==> config.mk <==
export PLATFORM = sky130hd
export DESIGN_NAME = multicycle_ctrl
export DESIGN_NICKNAME = d
export VERILOG_FILES = /design/src/rtl/riscv_ctrl_pkg.sv /design/src/rtl/ctrl_watchdog.sv /design/src/rtl/multicycle_ctrl.sv
export SDC_FILE = /design/constraint.sdc
export NUM_CORES = 1
export LEC_CHECK = 0
export BUFFER_PORTS_ARGS = -buffer_cell sky130_fd_sc_hd__buf_2
export CORE_MARGIN = 1.5
export CORE_UTILIZATION = 35
export DETAILED_ROUTE_END_ITERATION = 8
export PLACE_DENSITY = 0.65
export SLEW_MARGIN = 20
export SYNTH_ARGS = -nofsm -noshare
export SYNTH_HDL_FRONTEND = slang
export SYNTH_SLANG_ARGS = --single-unit
==> constraint.sdc <==
create_clock -name clk -period 3.7 [get_ports clk]
set_clock_uncertainty 0.15 [all_clocks]
set_input_delay 1.11 -clock clk [delete_from_list [all_inputs] [get_ports clk]]
set_output_delay 1.11 -clock clk [all_outputs]
set_load 0.005 [all_outputs]
==> src/rtl/riscv_ctrl_pkg.sv <==
// Shared definitions for the RV32I multi-cycle controller: opcode[6:2] values,
// FSM state encoding, and the pc_sel / wb_sel / trap_cause encodings.
package riscv_ctrl_pkg;

    localparam logic [4:0] OPC_LOAD   = 5'b00000;
    localparam logic [4:0] OPC_STORE  = 5'b01000;
    localparam logic [4:0] OPC_OP_IMM = 5'b00100;
    localparam logic [4:0] OPC_OP     = 5'b01100;
    localparam logic [4:0] OPC_LUI    = 5'b01101;
    localparam logic [4:0] OPC_AUIPC  = 5'b00101;
    localparam logic [4:0] OPC_JAL    = 5'b11011;
    localparam logic [4:0] OPC_JALR   = 5'b11001;
    localparam logic [4:0] OPC_BRANCH = 5'b11000;

    typedef enum logic [2:0] {
        S_FETCH  = 3'd0,
        S_DECODE = 3'd1,
        S_EXEC   = 3'd2,
        S_MEM    = 3'd3,
        S_WB     = 3'd4,
        S_TRAP   = 3'd5
    } state_t;

    localparam logic [1:0] PC_PLUS4 = 2'd0;
    localparam logic [1:0] PC_IMM   = 2'd1;
    localparam logic [1:0] PC_JALR  = 2'd2;

    localparam logic [1:0] WB_ALU  = 2'd0;
    localparam logic [1:0] WB_LOAD = 2'd1;
    localparam logic [1:0] WB_PC4  = 2'd2;
    localparam logic [1:0] WB_IMM  = 2'd3;

    localparam logic [1:0] CAUSE_NONE    = 2'd0;
    localparam logic [1:0] CAUSE_ILLEGAL = 2'd1;
    localparam logic [1:0] CAUSE_IMEM    = 2'd2;
    localparam logic [1:0] CAUSE_DMEM    = 2'd3;

    function automatic logic is_legal(input logic [4:0] opc);
        case (opc)
            OPC_LOAD, OPC_STORE, OPC_OP_IMM, OPC_OP, OPC_LUI,
            OPC_AUIPC, OPC_JAL, OPC_JALR, OPC_BRANCH: is_legal = 1'b1;
            default:                                  is_legal = 1'b0;
        endcase
    endfunction

endpackage

==> src/rtl/ctrl_watchdog.sv <==
// Memory-wait watchdog. Counts cycles with en high; expired flags the cycle in
// which the MEM_TIMEOUT-th consecutive waiting cycle is being spent, so the FSM
// can leave on that same edge.
//  clk, rst : clock, synchronous active-high reset
//  en       : a request is outstanding and ready is low this cycle
//  clr      : restart count (state exit or reset); wins over en
//  expired  : this is the last permitted waiting cycle
module ctrl_watchdog #(
    parameter int MEM_TIMEOUT = 16,
    parameter int CNT_W       = 5
) (
    input  logic clk,
    input  logic rst,
    input  logic en,
    input  logic clr,
    output logic expired
);

    localparam logic [CNT_W-1:0] LAST = CNT_W'(MEM_TIMEOUT - 1);

    logic [CNT_W-1:0] cnt_q, cnt_d;

    always_comb begin
        cnt_d = cnt_q;
        if (clr)     cnt_d = '0;
        else if (en) cnt_d = cnt_q + CNT_W'(1);
    end

    always_ff @(posedge clk) begin
        if (rst) cnt_q <= '0;
        else     cnt_q <= cnt_d;
    end

    // cnt_q holds the number of earlier waiting cycles, so this cycle is number cnt_q+1.
    assign expired = en && (cnt_q == LAST);

endmodule

==> src/rtl/multicycle_ctrl.sv <==
// Multi-cycle control FSM for the RV32I core. Sequences FETCH, DECODE, EXEC,
// MEM, WB over shared datapath resources, with a watchdog on memory waits and
// a terminal TRAP state.
//  clk, rst               : clock, synchronous active-high reset
//  opcode/func3/func7     : decoded IR fields, valid from DECODE onward
//  branch_taken           : comparator result, used in EXEC for BRANCH
//  imem_ready/dmem_ready  : memory handshakes
//  imem_req, ir_we        : fetch request and IR latch strobe
//  dmem_req, dmem_we      : data access request and store qualifier
//  pc_we, pc_sel          : PC update and source
//  reg_we, wb_sel         : regfile write and source
//  alu_src_a/b, alu_op    : ALU operand muxes and operation
//  halt, trap_cause       : trap status
module multicycle_ctrl
    import riscv_ctrl_pkg::*;
#(
    parameter int MEM_TIMEOUT = 16,
    parameter int CNT_W       = 5
) (
    input  logic       clk,
    input  logic       rst,
    input  logic [4:0] opcode,
    input  logic [2:0] func3,
    input  logic       func7,
    input  logic       branch_taken,
    input  logic       imem_ready,
    input  logic       dmem_ready,
    output logic       imem_req,
    output logic       ir_we,
    output logic       dmem_req,
    output logic       dmem_we,
    output logic       pc_we,
    output logic [1:0] pc_sel,
    output logic       reg_we,
    output logic [1:0] wb_sel,
    output logic       alu_src_a,
    output logic       alu_src_b,
    output logic [3:0] alu_op,
    output logic       halt,
    output logic [1:0] trap_cause
);

    state_t     state_q, state_d;
    logic [1:0] cause_q, cause_d;
    logic       wd_en, wd_clr, wd_expired;

    ctrl_watchdog #(
        .MEM_TIMEOUT(MEM_TIMEOUT),
        .CNT_W      (CNT_W)
    ) u_wd (
        .clk    (clk),
        .rst    (rst),
        .en     (wd_en),
        .clr    (wd_clr),
        .expired(wd_expired)
    );

    always_ff @(posedge clk) begin
        if (rst) begin
            state_q <= S_FETCH;
            cause_q <= CAUSE_NONE;
        end else begin
            state_q <= state_d;
            cause_q <= cause_d;
        end
    end

    assign wd_clr     = rst || (state_d != state_q);
    assign trap_cause = cause_q;

    always_comb begin
        state_d   = state_q;
        cause_d   = cause_q;
        wd_en     = 1'b0;
        imem_req  = 1'b0;
        ir_we     = 1'b0;
        dmem_req  = 1'b0;
        dmem_we   = 1'b0;
        pc_we     = 1'b0;
        pc_sel    = PC_PLUS4;
        reg_we    = 1'b0;
        wb_sel    = WB_ALU;
        alu_src_a = 1'b0;
        alu_src_b = 1'b0;
        alu_op    = 4'b0000;
        halt      = 1'b0;

        // Everything stays quiet while rst is high, so a reset landing mid-instruction
        // never leaks a write or request in its own cycle.
        if (!rst) begin
            case (state_q)
                S_FETCH: begin
                    imem_req = 1'b1;
                    wd_en    = !imem_ready;
                    if (imem_ready) begin
                        ir_we   = 1'b1;
                        state_d = S_DECODE;
                    end else if (wd_expired) begin
                        state_d = S_TRAP;
                        cause_d = CAUSE_IMEM;
                    end
                end
                S_DECODE: begin
                    if (is_legal(opcode)) begin
                        state_d = S_EXEC;
                    end else begin
                        state_d = S_TRAP;
                        cause_d = CAUSE_ILLEGAL;
                    end
                end
                S_EXEC: begin
                    case (opcode)
                        OPC_OP:     alu_op = {func7, func3};
                        // Only the shift-right-immediate encoding carries func7 (SRAI vs SRLI).
                        OPC_OP_IMM: alu_op = {(func3 == 3'b101) ? func7 : 1'b0, func3};
                        default:    alu_op = 4'b0000;
                    endcase
                    case (opcode)
                        OPC_LOAD, OPC_STORE, OPC_OP_IMM, OPC_JALR: alu_src_b = 1'b1;
                        OPC_AUIPC, OPC_JAL: begin
                            alu_src_a = 1'b1;
                            alu_src_b = 1'b1;
                        end
                        default: ;
                    endcase
                    case (opcode)
                        OPC_BRANCH: begin
                            pc_we   = 1'b1;
                            pc_sel  = branch_taken ? PC_IMM : PC_PLUS4;
                            state_d = S_FETCH;
                        end
                        OPC_LOAD, OPC_STORE: state_d = S_MEM;
                        default:             state_d = S_WB;
                    endcase
                end
                S_MEM: begin
                    dmem_req = 1'b1;
                    dmem_we  = (opcode == OPC_STORE);
                    wd_en    = !dmem_ready;
                    if (dmem_ready) begin
                        if (opcode == OPC_STORE) begin
                            pc_we   = 1'b1;
                            state_d = S_FETCH;
                        end else begin
                            state_d = S_WB;
                        end
                    end else if (wd_expired) begin
                        state_d = S_TRAP;
                        cause_d = CAUSE_DMEM;
                    end
                end
                S_WB: begin
                    reg_we = 1'b1;
                    pc_we  = 1'b1;
                    case (opcode)
                        OPC_LOAD: wb_sel = WB_LOAD;
                        OPC_JAL: begin
                            wb_sel = WB_PC4;
                            pc_sel = PC_IMM;
                        end
                        OPC_JALR: begin
                            wb_sel = WB_PC4;
                            pc_sel = PC_JALR;
                        end
                        OPC_LUI:  wb_sel = WB_IMM;
                        default:  wb_sel = WB_ALU;
                    endcase
                    state_d = S_FETCH;
                end
                S_TRAP: begin
                    halt = 1'b1;
                end
                default: begin
                    state_d = S_FETCH;
                end
            endcase
        end
    end

endmodule

==> flow_summary.ini, run 1 <==
[status]
status = complete, no violations

[layout]
final_cells = 193
postLayoutCoreUtil_pct = 43.8
stdcell_area_sq_mm = 0.00120
drive_gt1_share_pct = 28.4
mostFrequentLayoutCells = buf_2 (32), nor3_1 (12), nor2_1 (12), dfxtp_1 (10)
num_antenna_cells = 0
final_common_cell = buf_2
multi_input_area_sq_um = 707
fillCellCount = 281
syn_to_final_growth_pct = 19.6
final_net_count = 179
regArea_sq_um = 200

[logic_synthesis]
synth_warnings = 0
syn_area_per_cell_sq_um = 7.54
syn_nets = 149
yosysSeqAreaShare_pct = 20.0
syn_area_sq_mm = 0.00100
synth_seq_cells = 10
synth.distinct_cells = 49
ys_async_sr_fraction_pct = 0
synth-edff-count = 0
syn_inst = 133
synth_flop_cell = dfxtp_1

[die]
rows = 19
die_height_microns = 56.5
start_util_pct = 36.7
ioPinCount = 33
die_area_sq_mm = 0.00319
die_w_microns = 56.5
core_area_sq_mm = 0.00273

[setup_path]
criticalPathCategory = in -> out
r2r_cells = 8
required_ps = 2440
path_max_fanout = 12
r2r_start = u_wd.cnt_q[0]
worst_ep_arrival_time_ps = 2310
r2r_end = u_wd.cnt_q[4]
rrSetupSlack_ps = 1400
cpPeakStageDelay_ps = 370
crit_path_end = pc_we
crit_path_cell_trace = buf_2 > nor3_1 > nor4b_1 > a21oi_1 > o22a_1 > nor2_1 > buf_2
cp_common_cell = buf_2
cp-end-kind = output port
crit_start = opcode[0]
critPathLaunchType = input port
crit_slowest_cell = nor4b_1

[timing]
slew-limit-headroom_pct = 58.6
worst_pin_slew_ps = 619
setup_viol = 0
layout_min_cycle_time_ps = 3570
rsz0062_at_grt = no
fin_setup_tns_ps = 0
fmax_mhz = 280
drv_slew = 0
setup_slack_ps = 126
whs_ps = 349
fin_crit_sh_pct = 96.6
hold_viol_final = 0

[run]
maxCapViolations = 0

[place]
io_buffers = 32
dp_slack_ps = 142
dp.cells = 189
hpwl_mm = 1.92
routabilityCongestion = 0.823
post_dp_cell_area_sq_mm = 0.00116

[worst_hold_path]
hold_class = reg -> reg

[global_routing]
grt_overflow = 0
grt_pass1_vias = 939
grt_max_degree = 19
antenna_found_initial = 0
grt_pass1_wl_mm = 4.10
grt_usage_pct = 15.8

[cts]
post_cts_buffers = 0
clk_latency_ps = 260
cts_resized = 0
cts_hold_buf = 0
cts-htree-levels = 1
tritoncts = yes
clkTransAtPathRegs_ps = 60
clockBufferDepth = 2
numCtsBuffers = 3
clockRootBuffer = clkbuf_4
clock_sinks = 10

[routing]
drtIter0Drc = 55
avgRoutedWirePerCell_microns = 12.9
first_pass_iters = 4
wl_mm = 2.49
routed.top_layer = met4
num_vias = 1077
avgViaCountPerCell = 5.58
wl_met1_mm = 1.12
ant_nets = 0
dr_wl_met2_mm = 1.19
drcViolationCount = 0
route.met3.wl_microns = 132

[pwr]
leakagePower_nw = 0.481
p_total_uw = 335
peakVddDrop_uv = 265
p_per_area_mw_per_mm2 = 279
==> synth_stat cells, drive strengths merged (2+ instances only) <==
library cell | n | share of area [%]
nor2 | 12 | 4.5
clkbuf | 3 | 1.1
o22a | 2 | 1.7
inv | 9 | 3.4
a21oi | 7 | 3.5
or3 | 3 | 2.4
nand2 | 9 | 3.4
buf | 7 | 5.0
o41ai | 2 | 1.7
nand4 | 2 | 1.9
nand3b | 2 | 1.5
ha | 2 | 2.5
a211oi | 3 | 4.0
nor4 | 5 | 3.1
and2 | 3 | 1.9
and2b | 2 | 1.5
a2111oi | 4 | 6.1
and3 | 2 | 1.2
dfxtp | 10 | 20
nor3 | 12 | 6.0
nand2b | 5 | 3.1
nor2b | 2 | 1.2
o21ai | 3 | 1.5
xor2 | 2 | 1.7
mux2i | 3 | 3.0
nand3 | 3 | 1.5
==> flip-flops by register name, summed over array words and instances, names as in the netlist <==
register,count
state_q,3
u_wd.cnt_q,5
trap_cause,2
==> worst max-delay path: cells and delay by family <==
| kind | cells | cell delay, ps |
|---|---|---|
| simple gates | 3 | 660 |
| compound gates | 2 | 260 |
| buf+inv | 2 | 280 |
==> logic make-up after synthesis <==
| group | count (synthesis) | synth area share [%] |
|---|---|---|
| xor+xnor | 3 | 2.62 |
| fa+ha+maj | 2 | 2.50 |
| buf+inv | 19 | 9.49 |
| mux | 3 | 3.00 |
| flops | 10 | 20.0 |
| simple gates | 66 | 36.3 |
| compound gates | 30 | 26.1 |
==> where the power goes <==
part / switching, mW / total [mW] / internal, mW
Combinational: 0.0597 / 0.108 / 0.0482
Sequential: 0.0170 / 0.131 / 0.114
Clock: 0.0361 / 0.0958 / 0.0597
==> routing by layer <==
metal / global-route usage (%) / up-vias
met5: 0 / -
met4: 6.46 / 0
met3: 2.30 / 6
met2: 25.6 / 34
met1: 20.8 / 488
li1: - / 549
==> how the worst min path moves through the flow <==
stage                              from       endpoint  slack, ps  cells after the start
after floorplan           u_wd.cnt_q[3]  u_wd.cnt_q[3]        320                      2
after global placement    trap_cause[1]  trap_cause[1]        330                      2
after detailed placement  trap_cause[1]  trap_cause[1]        340                      2
after CTS                 trap_cause[1]  trap_cause[1]        350                      2
after global routing      u_wd.cnt_q[3]  u_wd.cnt_q[3]        410                      2
final                     trap_cause[1]  trap_cause[1]        350                      2
==> layout make-up <==
class	instances	area share, %
Multi-Input combinational cell	104	59.0
Inverter	9	2.82
Tap cell	31	3.24
Clock buffer	4	3.03
Timing Repair Buffer	35	15.2
Sequential cell	10	16.7
No activity file was read; power rests on OpenSTA's default activity.
==> run 2: changes to the inputs <==
--- a/config.mk
+++ b/config.mk
@@ -5,11 +5,12 @@
 export SDC_FILE = /design/constraint.sdc
 export NUM_CORES = 1
 export LEC_CHECK = 0
+export ABC_AREA = 1
 export BUFFER_PORTS_ARGS = -buffer_cell sky130_fd_sc_hd__buf_2
 export CORE_MARGIN = 1.5
 export CORE_UTILIZATION = 35
 export DETAILED_ROUTE_END_ITERATION = 8
-export PLACE_DENSITY = 0.65
+export PLACE_DENSITY = 0.7
 export SLEW_MARGIN = 20
 export SYNTH_ARGS = -nofsm -noshare
 export SYNTH_HDL_FRONTEND = slang
==> run 2 against run 1 <==
  * Utilization rose by 1.2 points
  * Via count increased by 2.2%
  * Highest routed layer unchanged
  * Die area increased by 1.7%
  * Register-to-register slack improved by 310 ps
  * Sequential power increased by 5%
  * Synthesized cell count rose by 26%
  * Setup slack improved by 120 ps
  * Critical path depth is 1 higher
  * Fmax is 3.3% higher
  * Largest power group is now combinational cells
  * Critical endpoint is now pc_sel[0]
==> flow_summary.ini, run 2 <==
[status]
status = complete, no violations

[setup_path]
cp-end-kind = output port
criticalPathCategory = in -> out
r2r_cells = 12
critPathLaunchType = input port
required_ps = 2440
path_max_fanout = 3
worst_ep_arrival_time_ps = 2200

[pwr]
p_per_area_mw_per_mm2 = 308
peakVddDrop_uv = 230
leakagePower_nw = 0.663
p_total_uw = 383

[routing]
avgRoutedWirePerCell_microns = 9.91
wl_mm = 2.31
drtIter0Drc = 45
drcViolationCount = 0
first_pass_iters = 4
ant_nets = 0
num_vias = 1101
avgViaCountPerCell = 4.73

[logic_synthesis]
synth_top_area_share_pct = 19.6
synth.area.top_cells = dfxtp_1 (20%), inv_1 (12%), nand2_1 (11%)
synth_flop_cell = dfxtp_1
syn_inst = 168
ys_async_sr_fraction_pct = 0
synth_seq_cells = 10
syn_nets = 184
post_synth_most_frequent_cells = inv_1 (32), nand2_1 (31), nor2_1 (24)
synth_warnings = 0
synth.distinct_cells = 30
syn_area_sq_mm = 0.00102
yosysSeqAreaShare_pct = 19.6
yosys.area.top_type = dfxtp_1
yosysMostFrequentCell = inv_1
syn_area_per_cell_sq_um = 6.07
synth-edff-count = 0

[cts]
cts-htree-levels = 1
cts_resized = 0
clkTransAtPathRegs_ps = 60
tritoncts = yes
clockRootBuffer = clkbuf_4
numCtsBuffers = 3
clk_latency_ps = 260
clock_sinks = 10
cts_hold_buf = 0
clockBufferDepth = 2
post_cts_buffers = 0

[timing]
fmax_mhz = 289
drv_slew = 0
rsz0062_at_grt = no
fin_setup_tns_ps = 0
worst_pin_slew_ps = 386
fin_crit_sh_pct = 93.5
setup_viol = 0
layout_min_cycle_time_ps = 3460
slew-limit-headroom_pct = 74.0
hold_viol_final = 0

[die]
die_height_microns = 57.0
die_w_microns = 57.0
ioPinCount = 33
die_area_sq_mm = 0.00325
start_util_pct = 37.0
core_area_sq_mm = 0.00276
rows = 19

[place]
routabilityCongestion = 0.836
hpwl_mm = 1.91
io_buffers = 32

[global_routing]
grt_pass1_vias = 1008
grt_overflow = 0
grt_usage_pct = 15.5
antenna_found_initial = 0
grt_max_degree = 12
grt_pass1_wl_mm = 4.11

[run]
maxCapViolations = 0

[layout]
fillCellCount = 290
drive_gt1_share_pct = 31.7
num_antenna_cells = 0
syn_to_final_growth_pct = 21.8
largest_reg_flops = 5
mostFrequentLayoutCells = inv_1 (32), buf_2 (32), nand2_1 (31), nor2_1 (24), nand3_1 (15)
final_net_count = 219
regMostFlops = u_wd.cnt_q

[worst_hold_path]
hold_depth = 2
hold_class = reg -> reg
run 2: cell types whose count changed in the layout (fill, tap and decap cells not counted), moves of 4 or more:
| cell | before | now |
|---|---|---|
| nor2_2 | 0 | 4 |
| nand2_2 | 0 | 6 |
| nor2_1 | 12 | 24 |
| nand3_1 | 3 | 15 |
| nand2b_1 | 5 | 0 |
| inv_1 | 9 | 32 |
| nor3_1 | 12 | 3 |
| nor3_2 | 0 | 5 |
| nand2_1 | 9 | 31 |
| nand3_2 | 0 | 4 |
run 2: logic make-up (layout without fill, tap and decap cells):
family | after synthesis | in the layout | synth area share [%]
buffers and inverters | 38 | 72 | 14.8
XOR/XNOR | 3 | 3 | 2.58
AO/OA/AOI/OAI | 14 | 14 | 7.85
AND/OR/NAND/NOR | 100 | 100 | 51.5
flip-flops | 10 | 10 | 19.6
adder cells (fa/ha/maj) | 2 | 2 | 2.45
multiplexers | 1 | 1 | 1.10
run 2: path summary, 6_finish.rpt:
check | start | slack [ps] | endpoint
worst max-delay path | opcode[3] | 240 | pc_sel[0]
worst max register to register | u_wd.cnt_q[0] | 1710 | u_wd.cnt_q[0]
worst min register to register | trap_cause[1] | 360 | trap_cause[1]
worst min-delay path | trap_cause[1] | 360 | trap_cause[1]
run 2: metrics by stage:
step	utilization, %	hold slack (ps)	setup WS [ps]	instances	instance area (sq um)
2_1_floorplan	-	352	544	168	1020
3_3_place_gp	43.7	348	293	229	1210
3_5_place_dp	43.7	362	264	229	1210
4_1_cts	45.1	377	252	233	1240
5_1_grt	45.1	429	9.73	233	1240
6_report	45.1	364	241	233	1240
run 2: final cells by class:
| class | count | area, sq um | share of cell area [%] |
|---|---|---|---|
| flip-flops and latches | 10 | 200 | 16.1 |
| repair buffers | 33 | 168 | 13.5 |
| multi-input cells | 120 | 668 | 53.8 |
| clock buffers | 4 | 36.3 | 2.92 |
| well taps | 31 | 38.8 | 3.12 |
| inverters | 35 | 131 | 10.6 |
run 2: metal layers:
metal	GRT usage (%)	routed length, microns	vias to the layer above
met4	6.98	32	0
met1	20.7	1090	476
met3	1.13	94	4
li1	-	-	599
met5	0	0	-
met2	25.6	1090	22
run 2: where the power goes:
group	internal, mW	leakage (nW)	switching, mW
Sequential	0.120	0.0815	0.0165
Clock	0.0598	0.0210	0.0375
Combinational	0.0541	0.561	0.0949
run 2: worst max-delay path, stage by stage:
cell     delay (ps)
buf_2           100
inv_1            60
nor2_1          150
nand2_1         110
nor4_1          310
nand2_1          90
a22oi_1         140
buf_2           130
